<file path="src/rtl/load_mc.sv">
// -----------------------------------------------------------------------------
// load_mc : DRAM-to-buffer load engine for the GNN kernel.
//
// Takes one load instruction at a time. It issues a single read request to the
// AXI read master. It then streams the returned beats into one of NUM_BUF
// on-chip buffer write ports, chosen by a one-hot group field.
//
// Optional feature macro: LOAD_MC_BROADCAST_EN
//   undefined : the group must be exactly one-hot, otherwise the instruction
//               completes with ap_err=1 and no read is issued.
//   defined   : any nonzero group is legal. Each beat is written to every
//               selected port at the same address.
//
// Ports
//   kernel_clk, kernel_rst_n  clock, asynchronous active-low reset
//   inst_valid/inst_ready     instruction handshake (ready == engine idle)
//   inst_data                 [NUM_BUF-1:0] group, [32+:BUF_AW] buf_start,
//                             [63:48] len_beats, [95:64] dram_off
//   ctrl_addr_offset          DRAM base address, sampled at accept
//   rd_start/rd_addr/rd_size  one-cycle read request to the read master
//   rd_done                   read master completion pulse
//   data_t*                   returned beat stream
//   buf_wr_*                  per-port write strobe/accept, shared addr/data
//   ap_done/ap_err            completion pulse and error flag
// -----------------------------------------------------------------------------
module load_mc #(
  parameter int C_M_AXI_ADDR_WIDTH = 64,
  parameter int C_M_AXI_DATA_WIDTH = 512,
  parameter int C_XFER_SIZE_WIDTH  = 32,
  parameter int LOAD_INST_LENGTH   = 128,
  parameter int NUM_BUF            = 5,
  parameter int BUF_AW             = 11
) (
  input  logic                          kernel_clk,
  input  logic                          kernel_rst_n,
  input  logic                          inst_valid,
  output logic                          inst_ready,
  input  logic [LOAD_INST_LENGTH-1:0]   inst_data,
  input  logic [C_M_AXI_ADDR_WIDTH-1:0] ctrl_addr_offset,
  output logic                          rd_start,
  output logic [C_M_AXI_ADDR_WIDTH-1:0] rd_addr,
  output logic [C_XFER_SIZE_WIDTH-1:0]  rd_size,
  input  logic                          rd_done,
  input  logic                          data_tvalid,
  output logic                          data_tready,
  input  logic [C_M_AXI_DATA_WIDTH-1:0] data_tdata,
  input  logic                          data_tlast,
  output logic [NUM_BUF-1:0]            buf_wr_valid,
  input  logic [NUM_BUF-1:0]            buf_wr_ready,
  output logic [BUF_AW-1:0]             buf_wr_addr,
  output logic [C_M_AXI_DATA_WIDTH-1:0] buf_wr_data,
  output logic                          ap_done,
  output logic                          ap_err
);

  localparam int LEN_W      = 16;
  localparam int BYTE_SHIFT = $clog2(C_M_AXI_DATA_WIDTH / 8);
  localparam int SZ_FULL_W  = C_XFER_SIZE_WIDTH + LEN_W;

  typedef enum logic [2:0] {
    S_IDLE   = 3'd0,
    S_CHECK  = 3'd1,
    S_REQ    = 3'd2,
    S_STREAM = 3'd3,
    S_DRAIN  = 3'd4,
    S_FIN    = 3'd5
  } state_t;

  // A group is legal when it is exactly one-hot, or nonzero when broadcast is built in.
  function automatic logic group_ok(input logic [NUM_BUF-1:0] g);
`ifdef LOAD_MC_BROADCAST_EN
    return (g != {NUM_BUF{1'b0}});
`else
    return $onehot(g);
`endif
  endfunction

  state_t                          r_state;
  state_t                          w_state_nxt;

  logic [NUM_BUF-1:0]              r_group;
  logic [LEN_W-1:0]                r_len;
  logic [LEN_W-1:0]                r_beat;
  logic [BUF_AW-1:0]               r_waddr;
  logic [C_M_AXI_ADDR_WIDTH-1:0]   r_rd_addr;
  logic [C_XFER_SIZE_WIDTH-1:0]    r_rd_size;
  logic                            r_err;
  logic                            r_req_issued;
  logic                            r_rd_seen;
  logic [NUM_BUF-1:0]              r_wr_valid;
  logic [BUF_AW-1:0]               r_wr_addr;
  logic [C_M_AXI_DATA_WIDTH-1:0]   r_wr_data;

  logic                            w_accept;
  logic                            w_beat_acc;
  logic                            w_last_beat;
  logic                            w_pend;
  logic [NUM_BUF-1:0]              w_remaining;
  logic                            w_fin_ok;
  logic                            w_err_set;
  logic [BUF_AW-1:0]               w_inst_buf_start;
  logic [LEN_W-1:0]                w_inst_len;
  logic [31:0]                     w_inst_off;
  logic [SZ_FULL_W-1:0]            w_size_full;
  logic [C_M_AXI_ADDR_WIDTH-1:0]   w_rd_addr_calc;
  logic                            w_unused_inst;

  // Instruction field extraction; the reserved bits and gaps are deliberately ignored.
  assign w_inst_buf_start = inst_data[32+BUF_AW-1:32];
  assign w_inst_len       = inst_data[63:48];
  assign w_inst_off       = inst_data[95:64];
  assign w_unused_inst    = ^inst_data;

  assign w_rd_addr_calc = ctrl_addr_offset + C_M_AXI_ADDR_WIDTH'(w_inst_off);
  assign w_size_full    = {{C_XFER_SIZE_WIDTH{1'b0}}, w_inst_len} << BYTE_SHIFT;

  // Ports of the pending write that have still not seen ready this cycle.
  // For a one-hot group this is zero exactly when the single write retires.
  assign w_remaining = r_wr_valid & ~buf_wr_ready;
  assign w_pend      = |r_wr_valid;
  assign w_last_beat = (r_beat == (r_len - 16'd1));
  assign w_fin_ok    = ~w_pend & (r_rd_seen | ~r_req_issued);
  assign w_accept    = inst_valid & inst_ready;
  assign w_beat_acc  = (r_state == S_STREAM) & data_tvalid & data_tready;

  assign rd_addr      = r_rd_addr;
  assign rd_size      = r_rd_size;
  assign buf_wr_valid = r_wr_valid;
  assign buf_wr_addr  = r_wr_addr;
  assign buf_wr_data  = r_wr_data;

  // FSM state register.
  always_ff @(posedge kernel_clk or negedge kernel_rst_n) begin
    if (!kernel_rst_n) begin
      r_state <= S_IDLE;
    end else begin
      r_state <= w_state_nxt;
    end
  end

  // Next-state and handshake/strobe outputs.
  always_comb begin
    w_state_nxt = r_state;
    inst_ready  = 1'b0;
    rd_start    = 1'b0;
    data_tready = 1'b0;
    ap_done     = 1'b0;
    ap_err      = 1'b0;
    w_err_set   = 1'b0;
    case (r_state)
      S_IDLE: begin
        inst_ready = 1'b1;
        if (inst_valid) begin
          w_state_nxt = S_CHECK;
        end else begin
          w_state_nxt = S_IDLE;
        end
      end
      S_CHECK: begin
        if (!group_ok(r_group)) begin
          w_err_set   = 1'b1;
          w_state_nxt = S_FIN;
        end else if (r_len == 16'd0) begin
          w_state_nxt = S_FIN;
        end else begin
          w_state_nxt = S_REQ;
        end
      end
      S_REQ: begin
        rd_start    = 1'b1;
        w_state_nxt = S_STREAM;
      end
      S_STREAM: begin
        // A new beat may land in the output stage only if it is empty or
        // every still-selected port retires its write this cycle.
        data_tready = (w_remaining == {NUM_BUF{1'b0}});
        if (data_tvalid && data_tready) begin
          if (data_tlast && !w_last_beat) begin
            w_err_set   = 1'b1;
            w_state_nxt = S_FIN;
          end else if (!data_tlast && w_last_beat) begin
            w_err_set   = 1'b1;
            w_state_nxt = S_DRAIN;
          end else if (w_last_beat) begin
            w_state_nxt = S_FIN;
          end else begin
            w_state_nxt = S_STREAM;
          end
        end else begin
          w_state_nxt = S_STREAM;
        end
      end
      S_DRAIN: begin
        data_tready = 1'b1;
        if (data_tvalid && data_tlast) begin
          w_state_nxt = S_FIN;
        end else begin
          w_state_nxt = S_DRAIN;
        end
      end
      S_FIN: begin
        if (w_fin_ok) begin
          ap_done     = 1'b1;
          ap_err      = r_err;
          w_state_nxt = S_IDLE;
        end else begin
          w_state_nxt = S_FIN;
        end
      end
      default: begin
        w_state_nxt = S_IDLE;
      end
    endcase
  end

  // Instruction fields and read request, captured at accept and held until the next one.
  always_ff @(posedge kernel_clk or negedge kernel_rst_n) begin
    if (!kernel_rst_n) begin
      r_group   <= {NUM_BUF{1'b0}};
      r_len     <= 16'd0;
      r_rd_addr <= {C_M_AXI_ADDR_WIDTH{1'b0}};
      r_rd_size <= {C_XFER_SIZE_WIDTH{1'b0}};
    end else if (w_accept) begin
      r_group   <= inst_data[NUM_BUF-1:0];
      r_len     <= w_inst_len;
      r_rd_addr <= w_rd_addr_calc;
      r_rd_size <= w_size_full[C_XFER_SIZE_WIDTH-1:0];
    end else begin
      r_group   <= r_group;
      r_len     <= r_len;
      r_rd_addr <= r_rd_addr;
      r_rd_size <= r_rd_size;
    end
  end

  // Error, request-issued and sticky rd_done flags for the current instruction.
  always_ff @(posedge kernel_clk or negedge kernel_rst_n) begin
    if (!kernel_rst_n) begin
      r_err        <= 1'b0;
      r_req_issued <= 1'b0;
      r_rd_seen    <= 1'b0;
    end else if (w_accept) begin
      r_err        <= 1'b0;
      r_req_issued <= 1'b0;
      r_rd_seen    <= 1'b0;
    end else begin
      if (w_err_set) begin
        r_err <= 1'b1;
      end else if (ap_done) begin
        r_err <= 1'b0;
      end else begin
        r_err <= r_err;
      end
      r_req_issued <= r_req_issued | rd_start;
      r_rd_seen    <= r_rd_seen | (rd_done & r_req_issued);
    end
  end

  // Beat counter and running buffer address; the address wraps modulo 2^BUF_AW.
  always_ff @(posedge kernel_clk or negedge kernel_rst_n) begin
    if (!kernel_rst_n) begin
      r_beat  <= 16'd0;
      r_waddr <= {BUF_AW{1'b0}};
    end else if (w_accept) begin
      r_beat  <= 16'd0;
      r_waddr <= w_inst_buf_start;
    end else if (w_beat_acc) begin
      r_beat  <= r_beat + 16'd1;
      r_waddr <= r_waddr + {{(BUF_AW-1){1'b0}}, 1'b1};
    end else begin
      r_beat  <= r_beat;
      r_waddr <= r_waddr;
    end
  end

  // Single registered write stage; each selected bit drops once its port accepts.
  always_ff @(posedge kernel_clk or negedge kernel_rst_n) begin
    if (!kernel_rst_n) begin
      r_wr_valid <= {NUM_BUF{1'b0}};
      r_wr_addr  <= {BUF_AW{1'b0}};
      r_wr_data  <= {C_M_AXI_DATA_WIDTH{1'b0}};
    end else if (w_beat_acc) begin
      r_wr_valid <= r_group;
      r_wr_addr  <= r_waddr;
      r_wr_data  <= data_tdata;
    end else begin
      r_wr_valid <= w_remaining;
      r_wr_addr  <= r_wr_addr;
      r_wr_data  <= r_wr_data;
    end
  end

endmodule

</file>
<file path="config.mk">
export PLATFORM = sky130hd
export DESIGN_NAME = load_mc
export DESIGN_NICKNAME = d
export VERILOG_FILES = /design/src/rtl/load_mc.sv
export SDC_FILE = /design/constraint.sdc
export NUM_CORES = 1
export LEC_CHECK = 0
export BUFFER_PORTS_ARGS = -buffer_cell sky130_fd_sc_hd__buf_2
export CAP_MARGIN = 25
export CELL_PAD_IN_SITES_DETAIL_PLACEMENT = 0
export CELL_PAD_IN_SITES_GLOBAL_PLACEMENT = 1
export CORE_AREA = 2 2 522 524
export DETAILED_ROUTE_END_ITERATION = 12
export DIE_AREA = 0 0 524 526
export PLACE_DENSITY = 0.32
export SETUP_SLACK_MARGIN = 0.4
export SLEW_MARGIN = 10
export SYNTH_ARGS = -nofsm -noshare
export SYNTH_HDL_FRONTEND = slang
export SYNTH_SLANG_ARGS = --single-unit
</file>
<file path="constraint.sdc">
create_clock -name kernel_clk -period 5.55 [get_ports kernel_clk]
set_input_delay 1.3875 -clock kernel_clk [delete_from_list [all_inputs] [get_ports kernel_clk]]
set_output_delay 1.3875 -clock kernel_clk [all_outputs]
set_load 0.005 [all_outputs]
</file>
Yosys cells after proc, flatten, opt, wreduce, memory -nomap -nowiden
Cells that the tools add are included.
{"block": "classes", "addsub": 8, "n_eq_ne": 7, "mux": 32, "bitwise_logic": 12, "n_reduce_logical": 12}
{"cell": "$add A64 B32 Y64", "n": 1}
{"cell": "$mux W16", "n": 2}
{"cell": "$mux W11", "n": 2}
{"cell": "$mux W3", "n": 7}
{"cell": "$pmux W3 S6", "n": 1}
{"cell": "$mux W1", "n": 17}
{"cell": "$add A16 B1 Y16 const B", "n": 1}
{"cell": "$eq A16 B16 Y1", "n": 1}
{"cell": "$logic_not A16 Y1", "n": 1}
{"cell": "$sub A16 B1 Y16 const B", "n": 1}
{"cell": "$add A11 B1 Y11 const B", "n": 1}
{"cell": "$eq A3 B1 Y1 const B", "n": 2}
{"cell": "$eq A3 B2 Y1 const B", "n": 2}
{"cell": "$eq A3 B3 Y1 const B", "n": 2}
{"cell": "$and A1 B1 Y1", "n": 5}
{"cell": "$and A5 B5 Y5", "n": 1}
{"cell": "$logic_not A5 Y1", "n": 1}
{"cell": "$mux W5", "n": 1}
{"cell": "$not A5 Y5", "n": 1}
{"cell": "$reduce_or A5 Y1", "n": 1}
{"cell": "$add A1 B1 Y2", "n": 2}
{"cell": "$logic_and A1 B1 Y1", "n": 4}
{"cell": "$pmux W1 S2", "n": 2}
{"cell": "$add A2 B2 Y3", "n": 1}
{"cell": "other kinds (7)", "n": 11}
{"block": "word_totals", "regBits": 646, "out_inout_bits": 629, "elab_cells": 83}

Logic depth before layout (Yosys ltp)
{"block": "depth", "depth_word": 9, "mapped_depth": 14, "mapped_depth_nobuf": 14}

Least setup slack after synthesis
No wires, ideal clock.
{"block": "synth_timing", "kind": "input to register", "from": "in inst_data[86]", "to": "reg r_rd_addr[51] (netlist: rd_addr[51])", "setup_time_ns": 0.124, "arrival_time_ns": 3.467, "setup_slack_ns": 1.959, "cell_stages": 10, "path_buffers": 1, "path_cell_list": "ha_1 > buf_2 > a21o_1 > a21o_1 > a221oi_2 > o21a_1 > a2bb2oi_4 > a21oi_2 > and4_1 > o31a_1"}
{"block": "synth_via", "elab_chain_cells": 1}
{"element": "start, declared", "line_no": "38", "text": "input logic [LOAD_INST_LENGTH-1:0] inst_data,"}
{"element": "$add A64 B32 Y64", "line_no": "114", "text": "assign w_rd_addr_calc = ctrl_addr_offset + C_M_AXI_ADDR_WIDTH'(w_inst_off);"}
{"element": "end signal, assigned", "line_no": "221", "text": "r_rd_addr <= {C_M_AXI_ADDR_WIDTH{1'b0}};"}
{"element": "end signal, assigned", "line_no": "226", "text": "r_rd_addr <= w_rd_addr_calc;"}
{"element": "end signal, assigned", "line_no": "231", "text": "r_rd_addr <= r_rd_addr;"}
{"element": "end, declared", "line_no": "85", "text": "logic [C_M_AXI_ADDR_WIDTH-1:0] r_rd_addr;"}
No other way between the ends.
A chain may end at the register's enable or synchronous reset.

Worst setup path in the final report
{"block": "layout_timing", "from": "in inst_data[64]", "to": "reg r_rd_addr[20] (netlist: rd_addr[20])"}
Same word-level chain as after synthesis.

==> impl_metrics.py <==
metrics = {
    "status": {
        "outcome": "finished, final reports clean",
    },
    "global_routing": {
        "grt_busiest_layer": "met2",
        "use_met2_pct": 20.74,
        "grt_usage_pct": 12.23,
        "antenna_found_initial": 152,
        "grt_pass1_vias": 27520,
        "grt_pass1_wl_mm": 236.0,
        "gr-total-overflow": 0,
        "grt_start_max_net_pins": 163,
        "use_met1_pct": 13.76,
        "use_met3_pct": 5.945,
    },
    "worst_setup_path": {
        "slowest_stage": "a21oi_1",
        "worstPathRequired_ns": 6.17,
        "crit_path_end_kind": "flip-flop",
        "worstSetupPathType": "in -> reg",
        "worstRegToRegCells": 11,
        "setup.worst_path.start_class": "primary input",
        "cp_max_fo": 4,
        "arrival_ns": 4.78,
        "cp_cell_sequence": "buf_2, ha_1, inv_1, fa_1, nor2b_1, o2111ai_1, a21oi_1, o22ai_1, o21ai_0, nand3_1, and3b_1, o31ai_1",
        "worst_path_largest_cell_delay_ns": 0.63,
    },
    "placed_design": {
        "io_buffer_count": 1263,
        "dp_hpwl_mm": 138.6,
        "dpl.cell_count": 7946,
        "post_dp_cell_area_mm2": 0.03856,
        "place.gp.congestion": 0.7976,
        "dp_slack_ns": 0.8059,
    },
    "power": {
        "vdd_drop_max_mv": 0.2684,
        "total_power_mw": 21.23,
        "p_leak_nw": 21.95,
        "power_density_mw_per_mm2": 507.7,
    },
    "finish": {
        "stdcell_count": 8157,
        "mostFrequentLayoutCell": "nand2_1",
        "drive_gt1_share_pct": 32.75,
        "postLayoutCellArea_mm2": 0.04181,
        "finalNetCount": 5231,
        "areaGrowthSynthToFinish_pct": 49.58,
        "layout_common_cells": "nand2_1 (1768), buf_2 (1262), dfrtp_1 (646), clkbuf_16 (98), o21ai_0 (74)",
    },
    "synthesis": {
        "yosysWarnings": 0,
        "yosysUniqueCellTypes": 85,
        "ys_top_cells_by_area": "dfrtp_1 (58%), nand2_1 (24%), clkbuf_1 (2.0%), ha_1 (1.7%), o21ai_0 (1.3%)",
        "postSynth.asyncResetShare_pct": 100.0,
        "synth_top_area_share_pct": 57.83,
        "ys_seq_elements": 646,
        "synthCells": 3236,
        "ys.flop_type": "dfrtp_1",
        "syn-cell-area_mm2": 0.02795,
        "yosys.area.top_type": "dfrtp_1",
        "synth_edf_count": 0,
        "syn_avg_cell_area_um2": 8.638,
        "yosysSeqAreaShare_pct": 57.83,
    },
    "clock_network": {
        "ctsRootBufferMaster": "clkbuf_16",
        "cts_resized": 0,
        "htree_num_levels": 3,
        "cts.sinks": 646,
        "cts_setup_buffers": 0,
        "cts_tree": "done",
        "cts_hold_buf": 0,
        "insertion_delay_ns": 0.72,
        "clockBufferDepth": 3,
        "cts_buffers": 97,
        "clkTransAtPathRegs_ns": 0.06,
    },
    "detailed_routing": {
        "drt_iter0_drc": 1231,
        "ant_nets": 0,
        "vias_per_cell": 3.307,
        "routedWlPerCell_um": 21.44,
        "finalWirelength_mm": 174.9,
        "dr_total_vias": 26970,
        "drc_errors": 0,
        "firstDrtPassIters": 5,
    },
    "timing": {
        "maxSlewViolCount": 0,
        "finalSetupTns_ns": 0,
        "fmax_ghz": 0.2407,
        "min_period_ns": 4.155,
        "setup_viol": 0,
        "fin_crit_sh_pct": 74.86,
        "worstMarginPinSlew_ns": 1.046,
        "rsz0062_at_grt": "false",
        "fin_ws_ns": 1.395,
        "relSlewSlack_pct": 30.26,
        "fin_skew_ns": 0.04873,
        "finalHoldViolCount": 0,
    },
    "die": {
        "die_y_um": 526,
        "dieArea_mm2": 0.2756,
        "fp.dieW_um": 524,
        "ioPinCount": 1344,
        "core_area_mm2": 0.2698,
        "start_util_pct": 10.36,
        "fp-row-count": 191,
    },
    "flow_run": {
        "max_cap_violations": 0,
    },
    "worst_hold_path": {
        "hold_depth": 2,
        "hold_path.class": "reg -> reg",
    },
}
final cells by class:
type	instances	area, µm²
fillers	31030	228000
flip-flops and latches	646	16170
multi-input cells	2395	11010
repair buffers	1307	6812
well taps	3570	4467
clock buffers	150	2858
clock inverters	23	299.0
inverters	28	105.1
diodes	38	95.09
power breakdown:
group | leakage (nW) | switching (mW) | total [mW] | internal, mW
clock | 1.55 | 2.59 | 6.27 | 3.68
combinational | 12.3 | 4.22 | 6.89 | 2.67
sequential | 8.15 | 1.32 | 8.07 | 6.75
per-stage QoR:
| step | utilization (%) | hold WS [ns] |
|---|---|---|
| after floorplan | - | 0.4586 |
| after global placement | 14.29 | 0.4524 |
| after detailed placement | 14.29 | 0.4537 |
| after CTS | 15.46 | 0.4676 |
| after global routing | 15.47 | 0.4807 |
| final | 15.50 | 0.4609 |
kinds of logic after synthesis:
group                    Yosys count  share of synthesized area [%]
AND/OR/NAND/NOR                 2014                          28.87
flip-flops                       646                          57.83
AO/OA/AOI/OAI                    243                          5.703
buffers and inverters            210                          3.080
XOR/XNOR                          70                          2.193
adder cells (fa/ha/maj)           41                          1.916
multiplexers                      11                         0.3984
other                              1                        0.01342
worst paths after layout:
kind                               endpoint           from  slack, ns
min                             rd_addr[62]    rd_addr[62]       0.46
max                             rd_addr[20]  inst_data[64]       1.40
min reg2reg                     rd_addr[62]    rd_addr[62]       0.46
max in group asynchronous  buf_wr_data[100]   kernel_rst_n       3.46
min in group asynchronous       rd_addr[15]   kernel_rst_n       0.60
max reg2reg                           r_err       r_len[2]       2.18
state kept, by name, indices dropped and copies added (netlist names):
name and count:
r_group 5, r_beat 16, r_len 16, r_state 3, rd_addr 64, r_req_issued 1, r_rd_seen 1, buf_wr_data 512
buf_wr_valid 5, buf_wr_addr 11, r_waddr 11, r_err 1
per-layer routing:
layer / vias to the layer above / wire length [µm]
met5: - / 619
met4: 100 / 4052
met3: 344 / 18900
met2: 1114 / 83100
met1: 12620 / 68200
li1: 12800 / -
Yosys cell counts, types with 12 or more instances:
cell,n
nor3_1,14
nand2_1,1769
and3_1,30
a21o_1,13
clkbuf_1,152
o21ai_0,74
nand3_1,29
inv_1,28
xor2_1,31
nand4_1,35
xnor2_1,39
nor2_1,68
dfrtp_1,646
nand2b_1,12
a21oi_1,64
ha_1,38
buf_4,17
critical path: cells and delay by family:
family | cells | cell delay [ns]
buffers and inverters | 2 | 0.15
adders and majority gates | 2 | 0.59
and+or+nand+nor | 3 | 0.60
AOI/OAI and AO/OA | 5 | 2.04
Power figures use the tool's default switching activity.
